## src/rtl/tick_burst_pkg.sv

```systemverilog
// Shared types and constants for the tick_burst channel generator.
package tick_burst_pkg;

    typedef enum logic {
        IDLE = 1'b0,
        RUN  = 1'b1
    } chan_state_t;

    localparam int unsigned SYNC_STAGES = 2;

endpackage

```

## src/rtl/tick_burst_chan.sv

```systemverilog
// One burst channel: IDLE/RUN state, tick down-counter and registered strobes.
module tick_burst_chan
    import tick_burst_pkg::*;
#(
    parameter int unsigned CNT_BITS = 16
) (
    input  logic                clk,
    input  logic                rst,
    input  logic                hit,
    input  logic                start,
    input  logic                stop,
    input  logic [CNT_BITS-1:0] nticks,
    output logic                tick,
    output logic                busy,
    output logic                done,
    output logic [CNT_BITS-1:0] remaining
);

    chan_state_t state;

    // busy lags the final tick by one cycle so it drops together with done
    always_ff @(posedge clk) begin
        if (rst) begin
            state     <= IDLE;
            tick      <= 1'b0;
            busy      <= 1'b0;
            done      <= 1'b0;
            remaining <= '0;
        end else begin
            tick <= 1'b0;
            done <= 1'b0;
            case (state)
                IDLE: begin
                    busy <= start && !stop;
                    if (start && !stop) begin
                        state     <= RUN;
                        remaining <= nticks;
                    end
                end
                RUN: begin
                    busy <= !stop;
                    if (stop) begin
                        state <= IDLE;
                    end else if (hit) begin
                        tick <= 1'b1;
                        if (remaining == CNT_BITS'(1)) begin
                            done      <= 1'b1;
                            remaining <= '0;
                            state     <= IDLE;
                        end else if (remaining != '0) begin
                            remaining <= remaining - CNT_BITS'(1);
                        end
                    end
                end
                default: state <= IDLE;
            endcase
        end
    end

endmodule

```

## src/rtl/tick_burst.sv

```systemverilog
// Multi-channel burst tick generator fed by prescaler toggle outputs.
// Optional input synchronizer enabled by defining TICK_BURST_SYNC_EN.
module tick_burst
    import tick_burst_pkg::*;
#(
    parameter int unsigned SIZE     = 4,
    parameter int unsigned CNT_BITS = 16
) (
    input  logic                     clk,
    input  logic                     rst,
    input  logic [SIZE-1:0]          f_in,
    input  logic [SIZE-1:0]          start,
    input  logic [SIZE-1:0]          stop,
    input  logic [CNT_BITS*SIZE-1:0] nticks,
    output logic [SIZE-1:0]          tick,
    output logic [SIZE-1:0]          busy,
    output logic [SIZE-1:0]          done,
    output logic [CNT_BITS*SIZE-1:0] remaining
);

    localparam int unsigned PRIME_W = 2;

    logic [SIZE-1:0]    f_s;
    logic [SIZE-1:0]    f_q;
    logic [SIZE-1:0]    hit;
    logic [PRIME_W-1:0] prime_cnt;
    logic               primed;

`ifdef TICK_BURST_SYNC_EN
    localparam int unsigned PRIME_CYCLES = SYNC_STAGES + 1;

    logic [SYNC_STAGES-1:0][SIZE-1:0] sync_q;

    always_ff @(posedge clk) begin
        sync_q <= {sync_q[SYNC_STAGES-2:0], f_in};
    end

    assign f_s = sync_q[SYNC_STAGES-1];
`else
    localparam int unsigned PRIME_CYCLES = 1;

    assign f_s = f_in;
`endif

    // history register reloads every cycle; edges are masked until it holds real data
    always_ff @(posedge clk) begin
        f_q <= f_s;
    end

    always_ff @(posedge clk) begin
        if (rst) begin
            prime_cnt <= '0;
        end else if (!primed) begin
            prime_cnt <= prime_cnt + PRIME_W'(1);
        end
    end

    assign primed = (prime_cnt == PRIME_W'(PRIME_CYCLES));
    assign hit    = primed ? (f_s ^ f_q) : '0;

    for (genvar i = 0; i < SIZE; i++) begin : g_chan
        tick_burst_chan #(
            .CNT_BITS (CNT_BITS)
        ) u_chan (
            .clk       (clk),
            .rst       (rst),
            .hit       (hit[i]),
            .start     (start[i]),
            .stop      (stop[i]),
            .nticks    (nticks[CNT_BITS*i +: CNT_BITS]),
            .tick      (tick[i]),
            .busy      (busy[i]),
            .done      (done[i]),
            .remaining (remaining[CNT_BITS*i +: CNT_BITS])
        );
    end

endmodule

```

## config.mk

```make
export PLATFORM = sky130hd
export DESIGN_NAME = tick_burst
export DESIGN_NICKNAME = d
export VERILOG_FILES = /design/src/rtl/tick_burst_pkg.sv /design/src/rtl/tick_burst_chan.sv /design/src/rtl/tick_burst.sv
export SDC_FILE = /design/constraint.sdc
export NUM_CORES = 1
export LEC_CHECK = 0
export CORE_ASPECT_RATIO = 1.4
export CORE_UTILIZATION = 50
export CTS_BUF_LIST = sky130_fd_sc_hd__clkbuf_8
export DETAILED_ROUTE_END_ITERATION = 7
export DONT_BUFFER_PORTS = 1
export PLACE_DENSITY = 0.63
export SLEW_MARGIN = 40
export SYNTH_ARGS = -nofsm -noshare
export SYNTH_HDL_FRONTEND = slang
export SYNTH_SLANG_ARGS = --single-unit
```

## constraint.sdc

```tcl
create_clock -name clk -period 5.85 [get_ports clk]
set_input_delay 1.17 -clock clk [delete_from_list [all_inputs] [get_ports clk]]
set_output_delay 1.17 -clock clk [all_outputs]
set_load 0.01 [all_outputs]
```

==> key figures <==
Status
  – Status: finished, final reports clean

Logic synthesis
  – Post-synth top cells: 86 x dfxtp_1, 64 x o21ai_0, 63 x a21oi_1
  – Synthesized flop and latch total: 86
  – Top FF cell, synth: dfxtp_1
  – Cells after Synth: 696
  – Synth Warn #: 0
  – Syn Std Cell Area: 0.00544 mm²
  – Post-Syn Area per Cell: 7.82 µm²
  – Seq/Total Area, Yosys: a little under a third
  – Post-synthesis async set-or-reset flop share: 0%
  – Number of synthesized flops with an enable pin: 0
  – Synth top area share: 31.6%
  – Synth Net Count: between 700 and 800
  – Post-synth top area cell: dfxtp_1
  – Most instantiated library cell after synthesis: dfxtp_1
  – Dominant cells by area after synthesis: dfxtp_1 32%, o21ai_0 5.9%, a21oi_1 5.8%, nor2_1 4.0%, nor3_1 3.0%
  – Unique masters post-synth: 72

Routing
  – WL final: around 15000 µm
  – ANT nets after route: 0
  – Residual DRC: 0
  – DRT iter0 DRCs: 249
  – Highest routed layer: met4
  – Routed met3 length: 1170 µm
  – WL/cell: 19.1 µm
  – Routed vias/inst: 6.57
  – Wl on met1: 6230 µm
  – Drt pass-1 iters: 5
  – Routed wl met2: roughly 7600 µm
  – Vias post-DR: 5269

Min path
  – Critical hold path startpoint: prime_cnt[1]
  – Hold endpoint: prime_cnt[1]
  – Worst min-delay path category: reg -> reg
  – Hold Path Depth: 2

Cells and area
  – Design area: 0.00556 mm²
  – Share of post-route cells with drive strength above 1: 7.23%
  – Antenna diode instance count: 0
  – Fin nets: 746
  – Layout area overhead: 2.09%
  – Final core occ: between 50% and 60%
  – Fillers: between 1000 and 1500

Setup path
  – R2r setup slk: 3.12 ns
  – CP startpoint kind: flip-flop
  – R2r endpoint: g_chan[0].u_chan.remaining[6]
  – Reg2Reg Launch Point: g_chan[0].u_chan.remaining[0]
  – Crit path DAT: ~3 ns
  – CP Cell Sequence: ha_1, or4b_2, o41ai_4, o221ai_1, o211a_1
  – WP data required: 6.10 ns
  – Crit path capture type: flip-flop
  – CP max FO: 15
  – Slowest stage cell, crit path: o41ai_4
  – Reg2Reg Depth: 5
  – CP Class: reg -> reg
  – Delay-heaviest family, CP: compound AO/OA/AOI/OAI gates
  – CP peak stage delay: ~0.7 ns
  – CP bufs+invs: 0

Pwr
  – Power Dens Cells: 310 mW/mm²
  – VDD IR max: 0.159 mV
  – LEAKAGE: 0.00196 µW

Placed design
  – DP HPWL: 10600 µm
  – Place WS: 2.86 ns
  – Post-DP Area: between 0.005 and 0.006 mm²
  – GPL Wtd Cong: 0.879
  – Port bufs: 0

Clock tree
  – # hold bufs at CTS: 0
  – Clock sinks: 86
  – CTS tree: yes
  – Clock Latency Late Sink: 0.36 ns
  – Root buf cell: clkbuf_8
  – # resized after CTS: 0
  – Max Root-Sink Buffers: 2
  – # H-tree levels: 3
  – Clk slew on worst S/H paths: 0.09 ns
  – CTS Buf Count: 9
  – Setup bufs post-CTS: 0

Floorplanning
  – Initial Util: 52.0%
  – Boundary Pins: 154
  – Core ar.: about 0.010 mm²
  – Die H: 125 µm
  – Die W: 90.2 µm
  – Floorplan row count: 44
  – Total Die Area: between 0.01 and 0.015 mm²

Run
  – Max Cap Viol: 0

Timing
  – Setup Skew: 0.0119 ns
  – Slew Viols, Final: 0
  – Final min period: between 2 and 3 ns
  – Max Freq: 367 MHz
  – Hold Fails Final Rpt: 0
  – Setup Viol. Count Final: 0
  – Unrepaired setup endpoints after global routing: false
  – Setup TNS: 0 ns
  – Final critical-path share of the clock period: 46.6%
  – Slew headroom: 42.9%
  – Post-route worst setup slack: 3.12 ns
  – Worst slew pin tran: ~0.85 ns

Global routing
  – Initial antenna violation count: 0
  – Grt ovf: 0
  – GRT Util Overall: 27.0%
  – Largest net degree at the start of global routing: 70
  – Global-route wire length before repair: between 20000 and 30000 µm
  – Number of global-route vias before repair: 5000
-- cell families (layout without fill, tap and decap cells) --
group	after synthesis	count (layout)	synth area share, %
adder cells (fa/ha/maj)	9	9	2.07
AND/OR/NAND/NOR	264	264	26.4
XOR/XNOR	9	9	1.45
flip-flops	86	86	31.6
buffers and inverters	87	55	8.71
AO/OA/AOI/OAI	237	237	28.9
multiplexers	4	4	0.736
-- area by class of cell --
cell class | count | area, µm² | area share, %
Sequential cell | 86 | 1720 | 31.0
Clock buffer | 9 | 124 | 2.23
Clock inverter | 7 | 90.1 | 1.62
Timing Repair Buffer | 6 | 45.0 | 0.811
Multi-Input combinational cell | 523 | 3280 | 59.0
Inverter | 33 | 124 | 2.23
Tap cell | 138 | 173 | 3.11
-- stage by stage --
| stage | power, µW | std cells | hold WS, ns |
|---|---|---|---|
| 3_5_place_dp | 1260 | 786 | 0.487 |
| 2_1_floorplan | 1150 | 696 | 0.454 |
| 4_1_cts | 1720 | 802 | 0.507 |
| 5_1_grt | 1820 | 802 | 0.543 |
| 6_report | 1720 | 802 | 0.507 |
| 3_3_place_gp | 1250 | 786 | 0.464 |
-- worst max-delay path by stage --
stage,startpoint,to,slack (ns),depth (start not counted)
after detailed placement,start[1],g_chan[1].u_chan.remaining[4],2.86,5
after floorplan,start[1],g_chan[1].u_chan.remaining[4],3.17,6
after global placement,start[1],g_chan[1].u_chan.remaining[6],2.88,5
after global routing,g_chan[2].u_chan.remaining[0],g_chan[2].u_chan.remaining[8],2.91,7
after CTS,g_chan[0].u_chan.remaining[0],g_chan[0].u_chan.remaining[6],3.18,5
final,g_chan[0].u_chan.remaining[0],g_chan[0].u_chan.remaining[6],3.12,5
-- registers in the layout (all words and copies together) (netlist names) --
register	cells
g_chan.u_chan.busy	4
g_chan.u_chan.tick	4
g_chan.u_chan.state	4
g_chan.u_chan.remaining	64
prime_cnt	2
g_chan.u_chan.done	4
f_q	4
-- per-layer routing --
layer / up-vias / track usage [%]
li1: 2531 / -
met1: 2486 / 32.6
met2: 221 / 46.5
met3: 31 / 5.41
met4: 0 / 11.2
met5: - / 0
-- cell usage in the layout, fill, tap and decap left out, types with 10 or more instances in the layout --
| master | count |
|---|---|
| nor3_1 | 33 |
| o22ai_1 | 10 |
| inv_1 | 34 |
| a211oi_1 | 14 |
| nor4_1 | 24 |
| nor2b_1 | 25 |
| dfxtp_1 | 85 |
| o21ai_0 | 64 |
| nor2_1 | 58 |
| nand2_1 | 43 |
| nand4_1 | 10 |
| o32ai_1 | 11 |
| or4_1 | 11 |
| a31oi_1 | 15 |
| nand3_1 | 16 |
| a21oi_1 | 63 |
| nor3b_1 | 11 |
-- worst register-to-register path, stage by stage, from the launching register on --
cell	delay [ns]
dfxtp_1	0.54
ha_1	0.27
or4b_2	0.67
o41ai_4	0.72
o221ai_1	0.24
o211a_1	0.17
-- where the power goes --
group          leakage (µW)  switching [µW]  internal, µW
combinational       0.00115             330           198
sequential         0.000704            97.4           634
clock              0.000110             222           238
No activity file was read; power rests on OpenSTA's default activity.
